## config.mk

```make
export PLATFORM = sky130hd
export DESIGN_NAME = pipeline_ctrl
export DESIGN_NICKNAME = d
export VERILOG_FILES = /design/src/rtl/pipeline_pkg.sv /design/src/rtl/pipeline_ctrl_muldiv_seq.sv /design/src/rtl/pipeline_ctrl.sv
export SDC_FILE = /design/constraint.sdc
export NUM_CORES = 1
export LEC_CHECK = 0
export ABC_AREA = 1
export BUFFER_PORTS_ARGS = -buffer_cell sky130_fd_sc_hd__buf_4
export CORE_MARGIN = 8
export CORE_UTILIZATION = 42
export DETAILED_ROUTE_END_ITERATION = 10
export PLACE_DENSITY_LB_ADDON = 0.15
export SLEW_MARGIN = 25
export SYNTH_ARGS = -nofsm -noshare
export SYNTH_HDL_FRONTEND = slang
export SYNTH_SLANG_ARGS = --single-unit
```

## constraint.sdc

```tcl
create_clock -name clk_i -period 1 [get_ports clk_i]
set_input_delay 0.2 -clock clk_i [delete_from_list [all_inputs] [get_ports clk_i]]
set_output_delay 0.2 -clock clk_i [all_outputs]
set_load 0.05 [all_outputs]
```

## src/rtl/pipeline_pkg.sv

```systemverilog
// Shared types for the pipeline stall/flush controller: mul/div FSM states,
// counter sizing and the stall-cause encoding used by the optional perf counters.
package pipeline_pkg;

    localparam int MUL_CYCLES_DEF = 5;
    localparam int DIV_CYCLES_DEF = 32;
    localparam int MD_CNT_W       = $clog2(DIV_CYCLES_DEF);

    typedef enum logic [1:0] {
        MD_IDLE,
        MD_BUSY,
        MD_DONE
    } md_state_e;

    typedef enum logic [1:0] {
        CAUSE_NONE,
        CAUSE_MEM,
        CAUSE_MD,
        CAUSE_HAZ
    } stall_cause_e;

    // One cause per cycle, memory wait dominating the others.
    function automatic stall_cause_e stall_cause(input logic mem_wait,
                                                 input logic md_stall,
                                                 input logic haz_stall);
        if (mem_wait)       return CAUSE_MEM;
        else if (md_stall)  return CAUSE_MD;
        else if (haz_stall) return CAUSE_HAZ;
        else                return CAUSE_NONE;
    endfunction

endpackage

```

## src/rtl/pipeline_ctrl_muldiv_seq.sv

```systemverilog
// Mul/div sequencer: IDLE -> BUSY (counts down) -> DONE (one-cycle pulse) -> IDLE.
// The done cycle lands exactly MUL_CYCLES/DIV_CYCLES cycles after the start cycle.
module muldiv_seq
    import pipeline_pkg::*;
#(
    parameter int MUL_CYCLES = MUL_CYCLES_DEF,
    parameter int DIV_CYCLES = DIV_CYCLES_DEF
) (
    input  logic clk_i,
    input  logic rst_i,
    input  logic start_i,
    input  logic is_div_i,
    output logic idle_o,
    output logic busy_o,
    output logic done_o
);

    localparam int CNT_W = (DIV_CYCLES > 2) ? $clog2(DIV_CYCLES) : 1;
    localparam logic [CNT_W-1:0] MUL_LOAD = CNT_W'(MUL_CYCLES - 1);
    localparam logic [CNT_W-1:0] DIV_LOAD = CNT_W'(DIV_CYCLES - 1);

    md_state_e        r_state_reg;
    md_state_e        w_state_next;
    logic [CNT_W-1:0] r_cnt_reg;
    logic [CNT_W-1:0] w_cnt_next;

    always_ff @(posedge clk_i) begin
        if (rst_i) begin
            r_state_reg <= MD_IDLE;
            r_cnt_reg   <= '0;
        end else begin
            r_state_reg <= w_state_next;
            r_cnt_reg   <= w_cnt_next;
        end
    end

    always_comb begin
        w_state_next = r_state_reg;
        w_cnt_next   = r_cnt_reg;
        case (r_state_reg)
            MD_IDLE: begin
                if (start_i) begin
                    w_state_next = MD_BUSY;
                    w_cnt_next   = is_div_i ? DIV_LOAD : MUL_LOAD;
                end
            end
            MD_BUSY: begin
                // Leave BUSY in the cycle the counter reaches zero.
                w_cnt_next = r_cnt_reg - CNT_W'(1);
                if (r_cnt_reg <= CNT_W'(1)) begin
                    w_state_next = MD_DONE;
                end
            end
            MD_DONE: w_state_next = MD_IDLE;
            default: w_state_next = MD_IDLE;
        endcase
    end

    assign idle_o = (r_state_reg == MD_IDLE);
    assign busy_o = (r_state_reg == MD_BUSY) & ~rst_i;
    assign done_o = (r_state_reg == MD_DONE) & ~rst_i;

endmodule

```

## src/rtl/pipeline_ctrl.sv

```systemverilog
// Stall/flush scheduler for the five-stage pipeline. Define PIPELINE_PERF_EN to add
// 32-bit per-cause stall counters and a redirect counter.
module pipeline_ctrl
    import pipeline_pkg::*;
#(
    parameter int MUL_CYCLES = MUL_CYCLES_DEF,
    parameter int DIV_CYCLES = DIV_CYCLES_DEF
) (
    input  logic        clk_i,
    input  logic        rst_i,
    input  logic        haz_stall_d_i,
    input  logic        haz_flush_d_i,
    input  logic        haz_flush_e_i,
    input  logic        imem_ready_i,
    input  logic        dmem_req_m_i,
    input  logic        dmem_ready_i,
    input  logic        md_start_e_i,
    input  logic        md_is_div_e_i,
    input  logic        md_use_d_i,
    output logic        stall_f_o,
    output logic        stall_d_o,
    output logic        stall_e_o,
    output logic        stall_m_o,
    output logic        flush_d_o,
    output logic        flush_e_o,
    output logic        flush_w_o,
    output logic        md_busy_o,
    output logic        md_done_o,
`ifdef PIPELINE_PERF_EN
    output logic [31:0] perf_mem_stall_o,
    output logic [31:0] perf_md_stall_o,
    output logic [31:0] perf_haz_stall_o,
    output logic [31:0] perf_redirect_o,
`endif
    output logic        redirect_pending_o
);

    logic w_mem_wait;
    logic w_md_idle;
    logic w_md_stall;
    logic w_d_stall;
    logic w_md_start;
    logic w_stall_f, w_stall_d, w_stall_e, w_stall_m;
    logic w_flush_d, w_flush_e, w_flush_w;
    logic r_redirect_reg;
    logic w_redirect_next;

    assign w_mem_wait = dmem_req_m_i & ~dmem_ready_i;
    assign w_md_stall = md_use_d_i & ~w_md_idle;
    assign w_d_stall  = w_md_stall | haz_stall_d_i;
    assign w_md_start = md_start_e_i & ~w_stall_e;

    muldiv_seq #(
        .MUL_CYCLES (MUL_CYCLES),
        .DIV_CYCLES (DIV_CYCLES)
    ) u_muldiv_seq (
        .clk_i    (clk_i),
        .rst_i    (rst_i),
        .start_i  (w_md_start),
        .is_div_i (md_is_div_e_i),
        .idle_o   (w_md_idle),
        .busy_o   (md_busy_o),
        .done_o   (md_done_o)
    );

    always_comb begin
        w_stall_f = 1'b0;
        w_stall_d = 1'b0;
        w_stall_e = 1'b0;
        w_stall_m = 1'b0;
        w_flush_d = 1'b0;
        w_flush_e = 1'b0;
        w_flush_w = 1'b0;
        if (w_mem_wait) begin
            // Freeze F..M and drop every flush; the hazard unit re-raises them.
            w_stall_f = 1'b1;
            w_stall_d = 1'b1;
            w_stall_e = 1'b1;
            w_stall_m = 1'b1;
            w_flush_w = 1'b1;
        end else begin
            w_stall_f = w_d_stall | ~imem_ready_i;
            w_flush_d = haz_flush_d_i | r_redirect_reg | (~imem_ready_i & ~w_d_stall);
            w_stall_d = w_d_stall & ~w_flush_d;
            w_flush_e = w_d_stall | haz_flush_e_i;
        end
    end

    // Redirect waits for the wrong-path fetch to return; set beats clear, and
    // nothing moves while the memory stage holds the pipe.
    always_comb begin
        w_redirect_next = r_redirect_reg;
        if (!w_mem_wait) begin
            if (haz_flush_d_i && !imem_ready_i) begin
                w_redirect_next = 1'b1;
            end else if (imem_ready_i) begin
                w_redirect_next = 1'b0;
            end
        end
    end

    always_ff @(posedge clk_i) begin
        if (rst_i) begin
            r_redirect_reg <= 1'b0;
        end else begin
            r_redirect_reg <= w_redirect_next;
        end
    end

    assign stall_f_o          = w_stall_f & ~rst_i;
    assign stall_d_o          = w_stall_d & ~rst_i;
    assign stall_e_o          = w_stall_e & ~rst_i;
    assign stall_m_o          = w_stall_m & ~rst_i;
    assign flush_d_o          = w_flush_d & ~rst_i;
    assign flush_e_o          = w_flush_e & ~rst_i;
    assign flush_w_o          = w_flush_w & ~rst_i;
    assign redirect_pending_o = r_redirect_reg & ~rst_i;

`ifdef PIPELINE_PERF_EN
    stall_cause_e w_cause;
    logic [3:0]   w_perf_inc;
    logic [31:0]  r_perf_reg [4];

    assign w_cause    = stall_cause(w_mem_wait, w_md_stall, haz_stall_d_i);
    assign w_perf_inc = {haz_flush_d_i & ~w_mem_wait,
                         w_cause == CAUSE_HAZ,
                         w_cause == CAUSE_MD,
                         w_cause == CAUSE_MEM};

    generate
        for (genvar gi = 0; gi < 4; gi++) begin : g_perf
            always_ff @(posedge clk_i) begin
                if (rst_i) begin
                    r_perf_reg[gi] <= '0;
                end else if (w_perf_inc[gi]) begin
                    r_perf_reg[gi] <= r_perf_reg[gi] + 32'd1;
                end
            end
        end
    endgenerate

    assign perf_mem_stall_o = r_perf_reg[0];
    assign perf_md_stall_o  = r_perf_reg[1];
    assign perf_haz_stall_o = r_perf_reg[2];
    assign perf_redirect_o  = r_perf_reg[3];
`endif

endmodule

```

Word-level counts from Yosys, hierarchy flattened
Cells that the tools add are included.

Register bits: 8. Input bits: 11. Output and inout port bits: 10. Logic and storage cells: 56.

Add/subtract/negate cells: 1. Order comparisons: 1. Eq/ne operators: 4. Multiplexer cells: 13. Bitwise operators: 26. Reductions and logical operators: 8.

Operators by type and width (count): bitwise AND 1 bit (13); two-way mux 5 bit (2); case mux 5 bit (2 select lines) (1); inverter 1 bit (8); two-way mux 1 bit (7); AND reduction 2 bit (3); less-or-equal comparator 5 x 1 -> 1 bit, second input constant (1); OR 1 bit (5); subtractor 5 x 1 -> 5 bit, second input constant (1); two-way mux 2 bit (2); inequality test 2 x 1 -> 1 bit, second input constant (2); case mux 2 bit (2 select lines) (1); nonzero test 2 bit (2); == test 2 x 1 -> 1 bit, second input constant (1); == test 2 bit, second input constant (1); logical NOT 2 bit (1); logical AND 1 bit (1); logical NOT 1 bit (1).

Logic depth before layout (Yosys ltp)
Depth in word-level cells: 11. Mapped depth: 7. Gate-level depth less buffers: 7.

Cells and area by module
A second synthesis with hierarchy kept.

Cells, all modules: 96. Area, all modules: 576.8 um^2.

Modules (own cells, without submodules): muldiv_seq (times used 1, cells each 60, area an instance 397.9 um^2, seq. area each 140.1 um^2); pipeline_ctrl (times used 1, cells each 36, area an instance 178.9 um^2, seq. area each 20.0 um^2).

Worst setup path before layout
OpenSTA, ideal clock, no wires.

Path type: register to output. From: reg u_muldiv_seq.r_state_reg[1]. To: out md_done_o. Arrival time: 1.480 ns. Required time: 0.800 ns. Setup slack: -0.680 ns. Stages on the path, launching flop included: 3. Buffers on the path: 0. Path through: dfxtp_1 -> inv_1 -> nor3_1.

Cells in the longest elaborated chain, start to end: 2.

Ends and longest elaborated chain: start: declaration (RTL line pipeline_ctrl_muldiv_seq.sv:22) `md_state_e r_state_reg;`; start signal: assignment (RTL line pipeline_ctrl_muldiv_seq.sv:32) `r_state_reg <= w_state_next;`; == test 2 bit (RTL line pipeline_ctrl_muldiv_seq.sv:61) `assign done_o = (r_state_reg == MD_DONE) & ~rst_i;`; bitwise AND 1 bit (RTL line pipeline_ctrl_muldiv_seq.sv:61); end: declaration (RTL line pipeline_ctrl.sv:28) `output logic md_done_o,`.

No other way between the ends.

Final worst setup path
From: reg u_muldiv_seq.r_state_reg[0]. To: out stall_f_o.

Cells in the longest elaborated chain, start to end: 7.

Ends and longest elaborated chain: logical NOT 2 bit (RTL line pipeline_ctrl_muldiv_seq.sv:59) `assign idle_o = (r_state_reg == MD_IDLE);`; inverter 1 bit (RTL line pipeline_ctrl.sv:49) `assign w_md_stall = md_use_d_i & ~w_md_idle;`; bitwise AND 1 bit (RTL line pipeline_ctrl.sv:49); OR 1 bit (RTL line pipeline_ctrl.sv:50) `assign w_d_stall = w_md_stall | haz_stall_d_i;`; OR 1 bit (RTL line pipeline_ctrl.sv:82) `w_stall_f = w_d_stall | ~imem_ready_i;`; two-way mux 1 bit (RTL line pipeline_ctrl.sv:74) `if (w_mem_wait) begin`; bitwise AND 1 bit (RTL line pipeline_ctrl.sv:110) `assign stall_f_o = w_stall_f & ~rst_i;`; end: declaration (RTL line pipeline_ctrl.sv:20) `output logic stall_f_o,`.

No other way between the ends.

==> results.md <==
Job:
- The max-cap violation count is 0.

Logic synthesis:
- For this run, the number of Yosys warnings is 0.
- A synthesized cell averages 6.15 sq um.
- The number of nets in the synthesized netlist is 106.
- Counting distinct cell types in the post-synthesis netlist gives 21.
- After synthesis the netlist holds a flip-flop and latch count of 8.
- The gate count after technology mapping is 93.
- The cell area after synthesis is 572 sq um.
- Sequential elements use 28.0% of the synthesized area.

Setup path:
- STA puts the critical path data arrival time at 1.26 ns.
- The largest single stage delay on the critical path is 0.33 ns.
- The critical path is of the flop to primary output type.
- The required time of the critical path is 0.80 ns.
- The flop-to-flop setup slack is -0.31 ns.
- In this run the worst path has a maximum fanout of 2.
- The kind of end point of the critical path is a primary output.
- The critical path goes through inv_2, nand2_2, a21oi_2, buf_4, a31oi_4, buf_6.
- The cell depth of the worst flop-to-flop path is 9.
- The highest-delay cell along the critical path is dfxtp_2.
- The reg-to-reg critical path endpoint is u_muldiv_seq.r_cnt_reg[1]$_SDFFE_PP0P_.
- The type of element launching the critical path is a flop.
- The beginning of the worst register-to-register path is u_muldiv_seq.r_state_reg[0]$_SDFFE_PP0P_.

Worst hold path:
- The worst hold path cell count is 3.
- The min-delay analysis places its worst path in the category primary input to flop.
- The endpoint with the worst hold slack is u_muldiv_seq.r_cnt_reg[3]$_SDFFE_PP0P_.
- The critical hold path startpoint is md_is_div_e_i.

GRT:
- The total overflow left after global routing is 0.
- The first global-routing pass estimated 3.82 mm of wire.
- For this run, global-route usage on met3 was measured as 5.32%.
- The maximum number of pins on one net before global-route repair is 7.
- In the global route stage, overall resource usage came out at 18.5%.
- Global routing used 34.2% of the available met2 tracks.
- In this run the most used layer during global routing was met2.
- The initial antenna violation count is 0.
- The via count of the first global-routing pass is 844.
- The met1 layer usage reported by global route is 19.0%.

Power:
- The post-layout total power is 1.59 mW.
- Power spread over the standard cell area amounts to 1320 nW/um^2.
- Across the VDD grid, the largest voltage drop is 0.967 mV.
- The leakage power total is 0.580 nW.

Cells and area:
- The register with the most flip-flops in the layout has 5 of them.
- The final design area excluding fillers is 1200 sq um.
- The number of inserted diodes is 0.
- The final layout contains 152 nets.
- The layout cell share with drive strength beyond 1 is 67.2%.
- The area growth from synthesis to layout is 111%.

Clock network:
- Clock tree synthesis inserted a total of 3 buffers.
- The clock input transition at the sequential cells of the worst setup and hold paths is 0.06 ns.
- The root buffer cell is clkbuf_4.
- The latest clock arrival within the worst-skew pair is 0.26 ns.
- The number of buffers between clock root and the deepest sink is 2.
- TritonCTS built the clock tree.
- In this run the number of H-tree levels came out at 1.
- The count of hold-fix buffers inserted at cts is 0.
- Counting every sink on the clock net gives 8.

STA:
- The final count of hold timing violations is 0.
- The worst pin sits at a relative slew slack of 83.3%.
- The clock skew after layout is 0.0133 ns.
- For this run, the top clock speed supported by timing is 684 MHz.
- Setup repair after global routing could not meet its margin everywhere.
- The final number of max-transition violations came to 0.
- The fraction of the cycle the final worst path needs is 146%.
- The minimum clock period after layout is 1.46 ns.
- At the pin with the least slew margin, the transition time is 0.249 ns.
- Setup slack on the critical path of the routed design comes to -0.462 ns.
- Setup violations remaining at the end of the flow were counted as 17.

Status:
- The final reports fail on setup timing.
- The run finished, with violations left.

Routing:
- The vias per cell is 5.52.
- The first detailed-routing pass took 4 iterations.
- The sum of routed wire length over all layers is 2.89 mm.
- The via count is 839.
- The detail route stage leaves a number of antenna-violating nets equal to 0.
- The detailed-route DRC error count is 0.
- Dividing the detail-routed wire length by the instance count gives 19.0 um.
- For this block, the initial DRC count from the detailed router was 37.

Placed design:
- Detailed placement finished with a half-perimeter wire length of 1.44 mm.
- At the end of routability-driven placement, the weighted congestion stood at 0.844.
- The count of buffers inserted at the top-level ports is 20.
- Summing all placed instances gives a cell area of 965 sq um.

Floorplanning:
- The number of placed I/O pins is 21.
- The floorplan has 13 rows.
- Measured along the y axis, the die boundary spans 52.9 um.
- The die width is 52.9 um.
- The effective utilization at floorplan is 44.5%.
- The full die area is 2800 sq um.
- In this run the standard cell core region covers 1280 sq um.
## repair_timing
item	in CTS	in global routing
buffers inserted	4	3
gates resized for setup	38	13
pin swaps	15	7
endpoints found under the setup margin	17	17
## per-layer routing
metal  vias to the layer above  routed length, um
li1                        379                  -
met1                       407               1100
met4                         0                 86
met5                         -                  0
met2                        45               1500
met3                         8                205
## power breakdown
| part | internal, mW | leakage [nW] | switching (mW) |
|---|---|---|---|
| combinational | 0.384 | 0.498 | 0.539 |
| clock | 0.138 | 0.0138 | 0.121 |
| sequential | 0.366 | 0.0680 | 0.0425 |
## cell type report
| type | instances | area, sq um |
|---|---|---|
| sequential | 8 | 168 |
| tap | 15 | 18.8 |
| multi-input combinational | 65 | 498 |
| clock buffer | 3 | 22.5 |
| inverter | 17 | 82.6 |
| timing repair buffer | 44 | 414 |
| fill | 43 | 81.3 |
## stage by stage
step	hold WS, ns	worst slack (ns)	utilization (%)	instances	TNS, ns
2_1_floorplan	0.364	-0.233	-	93	-1.05
3_3_place_gp	0.486	-0.199	75.1	145	-1.55
3_5_place_dp	0.505	-0.232	75.1	145	-1.98
4_1_cts	0.231	-0.451	89.6	151	-3.54
5_1_grt	0.273	-0.520	93.7	152	-5.03
6_report	0.246	-0.462	93.7	152	-4.35
## Yosys cell counts (all sizes together)
cell type | instances | area, sq um
nand2 | 23 | 98.8
nor3 | 2 | 10.0
nor2 | 14 | 62.6
o21bai | 2 | 15.0
inv | 17 | 66.3
a21oi | 6 | 30.0
nand3 | 10 | 50.1
buf | 3 | 20.0
ha | 2 | 25.0
dfxtp | 8 | 160
o31ai | 1 | 7.51
a31oi | 1 | 6.26
o21ai | 4 | 20.0
## worst max path at each step
stage | start | to | cells past startpoint
2_1_floorplan | u_muldiv_seq.r_state_reg[0]$_SDFFE_PP0P_ | flush_d_o | 5
3_3_place_gp | u_muldiv_seq.r_state_reg[1]$_SDFFE_PP0P_ | flush_d_o | 6
3_5_place_dp | u_muldiv_seq.r_state_reg[1]$_SDFFE_PP0P_ | flush_d_o | 6
4_1_cts | u_muldiv_seq.r_state_reg[1]$_SDFFE_PP0P_ | flush_d_o | 6
5_1_grt | u_muldiv_seq.r_state_reg[0]$_SDFFE_PP0P_ | flush_d_o | 6
6_report | u_muldiv_seq.r_state_reg[0]$_SDFFE_PP0P_ | stall_f_o | 6
## cell usage in the layout (no fill, tap or decap), drive strengths merged
cell,n
a21oi,6
a31oi,1
buf,44
clkbuf,3
dfxtp,8
ha,2
inv,17
nand2,23
nand3,10
nor2,14
nor3,2
o21ai,4
o21bai,2
o31ai,1
## worst max-delay path: cells and delay by family (launching register included)
family	cells	cell delay (ns)
buffers and inverters	3	0.37
flip-flops	1	0.33
AO/OA/AOI/OAI	2	0.23
AND/OR/NAND/NOR	1	0.06
## kinds of logic (layout without fill, tap and decap cells)
logic type | Yosys count | count (layout) | synth area share [%]
AND/OR/NAND/NOR | 49 | 49 | 38.7
flip-flops | 8 | 8 | 28.0
buffers and inverters | 20 | 64 | 15.1
AO/OA/AOI/OAI | 14 | 14 | 13.8
adder cells (fa/ha/maj) | 2 | 2 | 4.38
Power figures use the tool's default switching activity.
